File: config.mk
export PLATFORM = sky130hd
export DESIGN_NAME = mem_port_arbiter_flat
export DESIGN_NICKNAME = d
export VERILOG_FILES = /design/src/rtl/cpu_pkg.sv /design/src/rtl/mem_port_arbiter_if.sv /design/src/rtl/mem_port_arbiter.sv /design/src/flat_wrapper.sv
export SDC_FILE = /design/constraint.sdc
export NUM_CORES = 1
export LEC_CHECK = 0
export CAP_MARGIN = 20
export CORE_AREA = 8 8 103 105
export CTS_BUF_LIST = sky130_fd_sc_hd__clkbuf_8
export CTS_CLUSTER_DIAMETER = 120
export DETAILED_ROUTE_END_ITERATION = 7
export DIE_AREA = 0 0 111 113
export GPL_TIMING_DRIVEN = 0
export MAX_ROUTING_LAYER = met4
export PLACE_DENSITY_LB_ADDON = 0.05
export SYNTH_ARGS = -nofsm -noshare
export SYNTH_HDL_FRONTEND = slang
export SYNTH_SLANG_ARGS = --single-unit
File: constraint.sdc
create_clock -name clk -period 2.09 [get_ports clk]
set_clock_uncertainty 0.15 [all_clocks]
set_input_delay 0.209 -clock clk [delete_from_list [all_inputs] [get_ports clk]]
set_output_delay 0.209 -clock clk [all_outputs]
set_load 0.1 [all_outputs]
File: src/rtl/cpu_pkg.sv
// cpu_pkg: shared arbiter state encoding and default bus widths
package cpu_pkg;
   typedef enum logic [1:0] {IDLE, BUSY_IF, BUSY_DM} arb_state_t;
   localparam int CPU_AW = 16;
   localparam int CPU_DW = 16;
endpackage

File: src/rtl/mem_port_arbiter_if.sv
// mem_port_arbiter_if: fetch, data and memory-side signals of the shared port
interface mem_port_arbiter_if #(
   parameter int AW = 16,
   parameter int DW = 16
);
   logic          if_req;
   logic [AW-1:0] if_addr;
   logic          if_done;
   logic [DW-1:0] if_rdata;
   logic          dm_req;
   logic          dm_we;
   logic [AW-1:0] dm_addr;
   logic [DW-1:0] dm_wdata;
   logic          dm_done;
   logic [DW-1:0] dm_rdata;
   logic          stall_if;
   logic          stall_mem;
   logic [AW-1:0] mem_addr;
   logic [DW-1:0] mem_wdata;
   logic          mem_rd;
   logic          mem_wr;
   logic          mem_ready;
   logic [DW-1:0] mem_rdata;
   modport slave (
      input  if_req, if_addr, dm_req, dm_we, dm_addr, dm_wdata, mem_ready, mem_rdata,
      output if_done, if_rdata, dm_done, dm_rdata, stall_if, stall_mem,
             mem_addr, mem_wdata, mem_rd, mem_wr
   );
   modport master (
      output if_req, if_addr, dm_req, dm_we, dm_addr, dm_wdata, mem_ready, mem_rdata,
      input  if_done, if_rdata, dm_done, dm_rdata, stall_if, stall_mem,
             mem_addr, mem_wdata, mem_rd, mem_wr
   );
endinterface

File: src/rtl/mem_port_arbiter.sv
// mem_port_arbiter: shares one memory port between fetch and data accesses;
// data wins by default, a starvation counter eventually forces fetch through.
module mem_port_arbiter
   import cpu_pkg::*;
#(
   parameter int AW         = CPU_AW,
   parameter int DW         = CPU_DW,
   parameter int STARVE_MAX = 3
) (
   input logic               clk,
   input logic               reset,
   mem_port_arbiter_if.slave bus
);
   localparam logic [3:0] SMAX = 4'(STARVE_MAX);
   arb_state_t    state, state_nx;
   logic [3:0]    starve_cnt;
   logic [AW-1:0] addr_q;
   logic [DW-1:0] wdata_q, if_rdata_q, dm_rdata_q;
   logic          rd_q, wr_q, if_done_q, dm_done_q;
   logic          grant_if, grant_dm, finish;
   always_comb begin
      state_nx = state;
      grant_if = 1'b0;
      grant_dm = 1'b0;
      finish   = 1'b0;
      if (state == IDLE) begin
         grant_dm = bus.dm_req && (starve_cnt < SMAX || !bus.if_req);
         grant_if = bus.if_req && !grant_dm;
         state_nx = grant_dm ? BUSY_DM : grant_if ? BUSY_IF : IDLE;
      end else begin
         finish   = bus.mem_ready;
         state_nx = bus.mem_ready ? IDLE : state;
      end
   end
   always_ff @(posedge clk) begin
      if (reset) begin
         state      <= IDLE;
         starve_cnt <= '0;
         addr_q     <= '0;
         wdata_q    <= '0;
         if_rdata_q <= '0;
         dm_rdata_q <= '0;
         rd_q       <= 1'b0;
         wr_q       <= 1'b0;
         if_done_q  <= 1'b0;
         dm_done_q  <= 1'b0;
      end else begin
         state     <= state_nx;
         if_done_q <= finish && state == BUSY_IF;
         dm_done_q <= finish && state == BUSY_DM;
         // fetch waiting while not owning the port ages toward a forced grant
         if (grant_if)
            starve_cnt <= '0;
         else if (bus.if_req && state != BUSY_IF && starve_cnt < SMAX)
            starve_cnt <= starve_cnt + 4'd1;
         if (grant_if) begin
            addr_q <= bus.if_addr;
            rd_q   <= 1'b1;
         end
         if (grant_dm) begin
            addr_q <= bus.dm_addr;
            rd_q   <= !bus.dm_we;
            wr_q   <= bus.dm_we;
            if (bus.dm_we)
               wdata_q <= bus.dm_wdata;
         end
         if (finish) begin
            rd_q <= 1'b0;
            wr_q <= 1'b0;
            if (state == BUSY_IF)
               if_rdata_q <= bus.mem_rdata;
            if (state == BUSY_DM && !wr_q)
               dm_rdata_q <= bus.mem_rdata;
         end
      end
   end
   assign bus.mem_addr  = addr_q;
   assign bus.mem_wdata = wdata_q;
   assign bus.mem_rd    = rd_q;
   assign bus.mem_wr    = wr_q;
   assign bus.if_done   = if_done_q;
   assign bus.if_rdata  = if_rdata_q;
   assign bus.dm_done   = dm_done_q;
   assign bus.dm_rdata  = dm_rdata_q;
   assign bus.stall_if  = bus.if_req & ~if_done_q;
   assign bus.stall_mem = bus.dm_req & ~dm_done_q;
endmodule

File: src/flat_wrapper.sv
// flat-port wrapper written by rule: the top's interface ports become plain ports
module mem_port_arbiter_flat import cpu_pkg::*;
#(
   parameter int AW         = CPU_AW,
   parameter int DW         = CPU_DW,
   parameter int STARVE_MAX = 3
)
  (clk, reset, bus_if_req, bus_if_addr, bus_dm_req, bus_dm_we, bus_dm_addr, bus_dm_wdata, bus_mem_ready, bus_mem_rdata, bus_if_done, bus_if_rdata, bus_dm_done, bus_dm_rdata, bus_stall_if, bus_stall_mem, bus_mem_addr, bus_mem_wdata, bus_mem_rd, bus_mem_wr);
  mem_port_arbiter_if #(.AW(AW), .DW(DW)) bus_i ();
  input logic clk;
  input logic reset;
  input wire logic [$bits(bus_i.if_req)-1:0] bus_if_req;
  input wire logic [$bits(bus_i.if_addr)-1:0] bus_if_addr;
  input wire logic [$bits(bus_i.dm_req)-1:0] bus_dm_req;
  input wire logic [$bits(bus_i.dm_we)-1:0] bus_dm_we;
  input wire logic [$bits(bus_i.dm_addr)-1:0] bus_dm_addr;
  input wire logic [$bits(bus_i.dm_wdata)-1:0] bus_dm_wdata;
  input wire logic [$bits(bus_i.mem_ready)-1:0] bus_mem_ready;
  input wire logic [$bits(bus_i.mem_rdata)-1:0] bus_mem_rdata;
  output wire logic [$bits(bus_i.if_done)-1:0] bus_if_done;
  output wire logic [$bits(bus_i.if_rdata)-1:0] bus_if_rdata;
  output wire logic [$bits(bus_i.dm_done)-1:0] bus_dm_done;
  output wire logic [$bits(bus_i.dm_rdata)-1:0] bus_dm_rdata;
  output wire logic [$bits(bus_i.stall_if)-1:0] bus_stall_if;
  output wire logic [$bits(bus_i.stall_mem)-1:0] bus_stall_mem;
  output wire logic [$bits(bus_i.mem_addr)-1:0] bus_mem_addr;
  output wire logic [$bits(bus_i.mem_wdata)-1:0] bus_mem_wdata;
  output wire logic [$bits(bus_i.mem_rd)-1:0] bus_mem_rd;
  output wire logic [$bits(bus_i.mem_wr)-1:0] bus_mem_wr;
  assign bus_i.if_req = bus_if_req;
  assign bus_i.if_addr = bus_if_addr;
  assign bus_i.dm_req = bus_dm_req;
  assign bus_i.dm_we = bus_dm_we;
  assign bus_i.dm_addr = bus_dm_addr;
  assign bus_i.dm_wdata = bus_dm_wdata;
  assign bus_i.mem_ready = bus_mem_ready;
  assign bus_i.mem_rdata = bus_mem_rdata;
  assign bus_if_done = bus_i.if_done;
  assign bus_if_rdata = bus_i.if_rdata;
  assign bus_dm_done = bus_i.dm_done;
  assign bus_dm_rdata = bus_i.dm_rdata;
  assign bus_stall_if = bus_i.stall_if;
  assign bus_stall_mem = bus_i.stall_mem;
  assign bus_mem_addr = bus_i.mem_addr;
  assign bus_mem_wdata = bus_i.mem_wdata;
  assign bus_mem_rd = bus_i.mem_rd;
  assign bus_mem_wr = bus_i.mem_wr;
  mem_port_arbiter #(.AW(AW), .DW(DW), .STARVE_MAX(STARVE_MAX)) u_core (.clk(clk), .reset(reset), .bus(bus_i));
endmodule
==> impl.org, run 1 <==
** Setup path
- Library cell contributing the largest single delay on the critical path :: sky130_fd_sc_hd__dlygate4sd2_1
- The critical path is of the reg2out type.
- The worst setup path is captured at an output port.
- Top fanout value on the critical path :: 4
- Data required time at the worst endpoint :: 1730 ps
- STA classifies the critical path startpoint as a register.
- Series of cell instances along the critical path :: dlygate4sd2_1
- Worst Path Buf+Inv :: 1
- The largest single stage delay on the critical path is 890 ps.
- In this design, the largest share of critical-path delay is due to buffers and inverters.
- Data on the critical path arrives at its endpoint at 1600 ps.

** Detailed routing
- The pre-antenna-repair detailed-routing pass consisted of 4 iterations.
- Initial drt markers :: 88
- In the routed layout, each cell is associated on average with a via count of 4.74.
- In the final routed layout, each cell accounts on average for 15.7 µm.
- DRC viols :: 0
- Post-detailed-route count of antenna-violating nets :: 0
- For this block, the routed nets add up to 9420 µm of wire.
- The final route contains 2846 vias.

** Synthesis
- After synthesis the netlist holds a flip-flop and latch count of 74.
- Cell count after synthesis :: 336
- In this run the mean area of a mapped cell was 9.06 µm².
- When the netlist entered floorplanning its net count stood at 407.
- Syn. warnings :: 0
- Share of the yosys chip area belonging to registers :: 48.7%
- Summed over its instances, the top area cell type makes up 48.7% of the synthesized netlist area.
- Of all cell types, the one taking the most synthesized area is sky130_fd_sc_hd__dfxtp_1.
- Top post-synthesis cells by area :: sky130_fd_sc_hd__dfxtp_1 (49%), sky130_fd_sc_hd__nand2_1 (12%), sky130_fd_sc_hd__mux2i_1 (11%), sky130_fd_sc_hd__a21oi_1 (5.9%), sky130_fd_sc_hd__a221oi_2 (4.4%)
- Unique masters post-synth :: 38
- Cell area after synthesis :: 0.00304 mm²

** Clocking
- Clock latency on the worst-skew pair, taken at its later pin, is 350 ps.
- TritonCTS built the clock tree.
- The tree is rooted in a sky130_fd_sc_hd__clkbuf_8.
- Counting along the longest clock path gives a buffer depth of 2.
- # H-tree levels :: 3
- Post-CTS Setup Bufs :: 0
- Clock tree synthesis found a total of 74 sinks.
- CTS Hold Buffers Added :: 0
- In this run, CTS created clock tree buffers numbering 9.
- Clk slew on worst S/H paths :: 80 ps

** Final layout
- Share of final-layout standard cells stronger than drive strength 1 :: 9.59%
- Area growth syn-to-layout :: 56.1%
- For this run, the post-layout net count is 556.
- Antenna diode count :: 0

** Status
- The flow ran to the end, and the final reports show no timing, DRC or antenna violations.

** STA
- Setup violations remaining at the end of the flow were counted as 0.
- Summed over all failing endpoints, the final setup total negative slack is 0 ps.
- Slew at the pin with the worst max-slew slack :: 1000 ps
- Based on the critical path, the design can be clocked at up to 511 MHz.
- Remaining max-slew budget at the tightest pin :: 33.6%
- The final count of pins violating max slew was 0.
- Shortest clock period the worst path allows after layout :: 1960 ps
- Dividing the final minimum period by the clock period gives 93.7%.
- Unrepaired setup endpoints after global routing :: yes
- The number of hold violations in the final report was 0.
- Post-Route Hold Slack :: 49.3 ps

** Worst hold path
- Worst min path class :: in2reg

** Placement
- Quantity of I/O buffers inserted on ports :: 138
- At the end of routability-driven placement, the weighted congestion stood at 0.720.
- Hpwl dp :: 7010 µm

** Power
- Power spread over the standard cell area amounts to 865 mW/mm².
- Overall Power :: 4110 µW
- Largest vdd supply drop :: 0.411 mV
- In this run the static leakage power is 0.00207 µW.

** GRT
- The via count of the first global-routing pass came to 3027.
- Wire length of the first global-routing pass :: 15200 µm
- Total grt overflow :: 0
- Total GRT Usage :: 15.3%
- Initial antenna violation count :: 0
- Largest net degree at the start of global routing :: 14

** Floorplan
- In this run the count of I/O pins placed on the die edge is 140.
- The die is 111 µm wide.
- The total area inside the core boundary comes to 0.00898 mm².
- Initial core utilization :: 33.9%
- Die span in y :: 113 µm
- Count of standard-cell rows :: 35
- Total Die Area :: 0.0125 mm²

** Flow run
- Number of max-cap violations :: 0
==> area by class of cell <==
cell class              count  area, µm²
clock inverters             7        141
plain buffers              27        171
well taps                 111        139
repair buffers            138       1300
multi-input cells         233       1390
inverters                   2       7.51
clock buffers               9        124
flip-flops and latches     74       1480
fillers                   910       4220
==> cell families after synthesis <==
| logic type | Yosys count | synth area share (%) |
|---|---|---|
| multiplexers | 33 | 10.9 |
| AND/OR/NAND/NOR | 141 | 20.4 |
| AO/OA/AOI/OAI | 58 | 13.8 |
| buffers and inverters | 29 | 5.88 |
| adder cells (fa/ha/maj) | 1 | 0.411 |
| flip-flops | 74 | 48.7 |
==> sequential cells by signal (all words and copies together) (netlist names), 2 cells and up <==
name / cells
u_core.bus.dm_rdata: 16
u_core.bus.if_rdata: 16
u_core.bus.mem_addr: 16
u_core.bus.mem_wdata: 16
u_core.starve_cnt: 4
u_core.state: 2
==> through the flow <==
stage	util, %	worst slack (ps)	cells	instance area, µm²
3_5_place_dp	50.9	-433	585	4570
4_1_cts	52.9	111	601	4750
3_3_place_gp	50.9	-440	585	4570
6_report	52.9	132	601	4750
5_1_grt	52.9	-8.37	601	4750
2_1_floorplan	-	139	336	3050
==> power by group <==
| part | switching [µW] | internal [µW] |
|---|---|---|
| sequential | 35.7 | 1490 |
| clock | 568 | 914 |
| combinational | 785 | 323 |
==> worst paths after layout <==
kind | start | end | slack, ps | cells after the start
setup / recovery | u_core.bus.mem_wr$_SDFFE_PP0P_ | bus_mem_wr | 130 | 1
hold / removal | reset | u_core.bus.mem_addr[13]$_SDFFE_PP0P_ | 50 | 2
setup reg to reg | u_core.starve_cnt[0]$_SDFFE_PP0P_ | u_core.bus.mem_addr[10]$_SDFFE_PP0P_ | 170 | 5
hold reg to reg | u_core.bus.dm_rdata[7]$_SDFFE_PP0P_ | u_core.bus.dm_rdata[7]$_SDFFE_PP0P_ | 300 | 2
==> synth_stat cells <==
library cell                instances
sky130_fd_sc_hd__nand2b_1           2
sky130_fd_sc_hd__nand4bb_1          1
sky130_fd_sc_hd__or3_4              1
sky130_fd_sc_hd__nor3b_2            1
sky130_fd_sc_hd__o21ai_0            1
sky130_fd_sc_hd__clkbuf_2           2
sky130_fd_sc_hd__or2_1              1
sky130_fd_sc_hd__nor3_1             1
sky130_fd_sc_hd__nand3b_1           1
sky130_fd_sc_hd__nor4bb_1           2
sky130_fd_sc_hd__a221oi_2           9
sky130_fd_sc_hd__a221oi_1           7
sky130_fd_sc_hd__and3b_1            1
sky130_fd_sc_hd__nor4b_1            1
sky130_fd_sc_hd__buf_6              5
sky130_fd_sc_hd__nand2_1           99
sky130_fd_sc_hd__buf_4              2
sky130_fd_sc_hd__nor3b_1            2
sky130_fd_sc_hd__or4b_1             1
sky130_fd_sc_hd__buf_1              3
sky130_fd_sc_hd__clkinv_1           1
sky130_fd_sc_hd__ha_1               1
sky130_fd_sc_hd__mux2i_1           33
sky130_fd_sc_hd__o31ai_1            4
sky130_fd_sc_hd__clkbuf_1           9
sky130_fd_sc_hd__nor2b_1            2
sky130_fd_sc_hd__and2_1             1
sky130_fd_sc_hd__a21oi_1           36
sky130_fd_sc_hd__or3_1              1
sky130_fd_sc_hd__and3_1             2
sky130_fd_sc_hd__buf_12             1
sky130_fd_sc_hd__nor2_1            19
sky130_fd_sc_hd__o21bai_1           1
sky130_fd_sc_hd__inv_1              1
sky130_fd_sc_hd__or4_1              1
sky130_fd_sc_hd__buf_2              5
sky130_fd_sc_hd__dfxtp_1           74
sky130_fd_sc_hd__nand3_1            1
==> what timing repair did <==
action,CTS,global route
setup endpoints to repair,70,1
gates resized for setup,74,0
pin swaps,0,0
==> layer usage <==
layer  share of wire (%)  global-route usage (%)
met4                 1.4                    6.13
met1                  45                    17.3
met5                   0                       -
met3                 6.2                    4.39
met2                  47                    25.0
==> cell usage in the layout (no fill, tap or decap), drive strengths merged, types with 2 or more instances in the layout <==
| cell type | n |
|---|---|
| clkinv | 3 |
| nor2 | 19 |
| nand2 | 99 |
| nor3b | 3 |
| clkdlybuf4s50 | 68 |
| nor4bb | 2 |
| mux2i | 33 |
| nor2b | 2 |
| and3 | 2 |
| o31ai | 4 |
| buf | 16 |
| nand2b | 2 |
| bufinv | 4 |
| a221oi | 16 |
| dlygate4sd2 | 68 |
| clkbuf | 20 |
| a21oi | 36 |
| clkdlybuf4s15 | 2 |
| or3 | 2 |
| dfxtp | 74 |
Note: power is estimated with default switching activity, not from simulation.
==> run 2, diff against run 1 <==
- GPL_ROUTABILITY_DRIVEN: default -> 1
- PLACE_DENSITY: default -> 0.68
- PLACE_DENSITY_LB_ADDON: 0.05 -> default
==> run 2 against run 1 <==
  * Wire length fell by 1.5%
  * Critical path type unchanged
  * Register-to-register slack improved by 30 ps
  * Critical path depth did not move
  * Cell count did not move
  * Global-route usage fell by 0.58 points
  * Largest cell class unchanged
==> impl.org, run 2 (synthesis results as in run 1) <==
** Status
- Status :: completed

** Setup path
- STA puts the critical path data arrival time at 1570 ps.
- Worst reg2reg startpoint :: u_core.starve_cnt[0]$_SDFFE_PP0P_
- The number of buffers and inverters on the critical path is 1.
- Series of cell instances along the critical path :: dlygate4sd2_1
- Broken down by cell family, the worst path's largest delay share belongs to buffers and inverters.
- Startpoint type of the worst setup path :: register
- For the worst flop-to-flop path, the logic depth is 5.
- Among all stages on the critical path, the largest delay is contributed by sky130_fd_sc_hd__dlygate4sd2_1.
- Terminus of the critical flop-to-flop path :: u_core.bus.mem_addr[8]$_SDFFE_PP0P_
- Data required time at the worst endpoint :: 1730 ps
- Critical path type :: reg2out
- The largest single stage delay on the critical path is 870 ps.
- In this run the worst setup path begins at u_core.bus.dm_done$_SDFF_PP0_.
- Sort of element at the end of the critical path :: output port
- Top fanout value on the critical path :: 2
- Worst-case register-to-register setup slack :: 200 ps

** Final layout
- Of the cells placed in the final design, the portion with a size suffix greater than 1 is 9.39%.
- The layout has 862 filler cells.
- 0 antenna diodes ended up in the layout.
- Most frequent standard cell in the layout excluding fill and tap cells :: sky130_fd_sc_hd__nand2_1
- The finished layout holds 601 standard cells, fillers aside.
- Final layout net count :: 556
- Commonest cells after routing, fill and taps aside :: sky130_fd_sc_hd__nand2_1 (99), sky130_fd_sc_hd__dfxtp_1 (73), sky130_fd_sc_hd__clkdlybuf4s50_1 (68), sky130_fd_sc_hd__dlygate4sd2_1 (68), sky130_fd_sc_hd__a21oi_1 (36)
- Compared with the post-synthesis result, the final layout area differs by 55.7%.
- Final std cell area, no fill :: 0.00474 mm²

** Clocking
- Number of gates resized after cts :: 74
- Total number of clock tree sinks :: 74
- Worst-Skew Late Latency :: 330 ps
- TritonCTS built the clock tree.
- The longest clock path from root to sink contains 2 buffers.
- The clock tree synthesis step divided the H-tree into 3 levels.
- After clock tree synthesis, the clock-pin slew on the worst setup and hold paths is 70 ps.
- CTS Hold Buffers Added :: 0
- Post-CTS Setup Bufs :: 0
- Buffers inserted during clock tree synthesis total 9.
- CTS Root Buffer Type :: sky130_fd_sc_hd__clkbuf_8

** Detailed routing
- Using the TritonRoute via totals, the vias-per-cell ratio works out to 4.80.
- After detailed routing, the number of remaining DRC violations is 0.
- Initial drt markers :: 111
- Wire length per cell :: 15.4 µm
- Before antenna repair, the detailed router went through 4 iterations.
- Wires add up to 9270 µm.
- Detailed routing inserted a total of 2883 vias.
- Post-detailed-route count of antenna-violating nets :: 0

** STA
- For this run, the top clock speed supported by timing is 519 MHz.
- The final count of pins violating max slew came to 0.
- Remaining max-slew budget at the tightest pin :: 33.2%
- Portion of the clock cycle consumed by the worst path in the final layout :: 92.3%
- Final-layout setup total negative slack :: 0 ps
- Setup repair after global routing left no endpoint under its margin.
- Slew at the pin with the worst max-slew slack :: 1010 ps
- Setup violations remaining at the end of the flow were counted as 0.
- Hold violation total from the final report :: 0
- The smallest clock period supported by the final layout is computed as 1930 ps.

** GRT
- The first global-routing pass estimated 15000 µm of wire.
- Total grt overflow :: 0
- For this run, the total global-route usage over all layers was measured as 14.7%.
- Initial antenna violation count :: 0
- Largest net degree at the start of global routing :: 13
- The via count of the first global-routing pass is 3023.

** Placement
- During placement, the flow inserted port buffers numbering 138.
- Hpwl dp :: 7180 µm
- Placed Instance Area :: 0.00457 mm²
- Routability congestion estimate :: 0.750
- Placed instance count :: 585

** Power
- Pwr per Cell Area :: 845 mW/mm²
- After layout, the design draws a total of 4010 µW.
- Largest vdd supply drop :: 0.476 mV
- Leakage Power :: 0.00207 µW

** Floorplan
- The floorplan step set the die width to 111 µm.
- 140 I/O pins were placed.
- Die span in y :: 113 µm
- The floorplan has 35 rows.
- Core region area :: 0.00898 mm²
- Total Die Area :: 0.0125 mm²
- The initial utilization of the core area, before any placement, comes to 33.9%.

** Worst hold path
- For hold timing, the worst endpoint is u_core.bus.mem_addr[12]$_SDFFE_PP0P_.
- Cell count of the worst hold path :: 2
- Worst min path class :: in2reg
- Launch instance of the worst min-delay path :: reset

** Flow run
- Max-cap violations in this run came to 0.
## run 2: cell count changes in the layout (fill, tap and decap cells not counted), sizes merged
cell	delta
bufinv	-1
clkbuf	+2
clkinv	-2
inv	+1
## run 2: per-stage QoR
step	hold slack, ps	utilization [%]	setup WS, ps
finish	54.0	52.8	162
global route	81.4	52.8	33.8
CTS	44.7	52.8	129
detailed placement	299	50.9	-420
global placement	291	50.9	-411
floorplan	184	-	139
## run 2: worst max path at each step
stage                                           to  slack [ps]  depth (start not counted)
2_1_floorplan                        bus_stall_mem         140                          1
3_3_place_gp                          bus_stall_if        -410                          4
3_5_place_dp                          bus_stall_if        -420                          4
4_1_cts                                 bus_mem_wr         130                          1
5_1_grt        u_core.bus.mem_addr[6]$_SDFFE_PP0P_          30                          5
6_report                               bus_dm_done         160                          1
## run 2: routing by layer
metal  wire length, µm  vias to the layer above  global-route usage, %
li1                  -                     1442                      -
met1              4140                     1338                   16.7
met2              4450                       92                   24.6
met3               564                       11                   4.07
met4               117                        0                   4.77
met5                 0                        -                      -
## run 2: layout make-up
class                      count  area, µm²  share of cell area (%)
sequential                    74       1480                    31.3
tap                          111        139                    2.93
clock inverter                 5        101                    2.14
buffer                        27        171                    3.62
inverter                       2       7.51                   0.158
clock buffer                  11        151                    3.19
multi-input combinational    233       1390                    29.3
timing repair buffer         138       1300                    27.4
## run 2: power breakdown
group	internal [µW]	leakage (µW)	switching [µW]
registers	1490	0.000605	37.0
logic	323	0.00134	785
clock network	855	0.000127	521
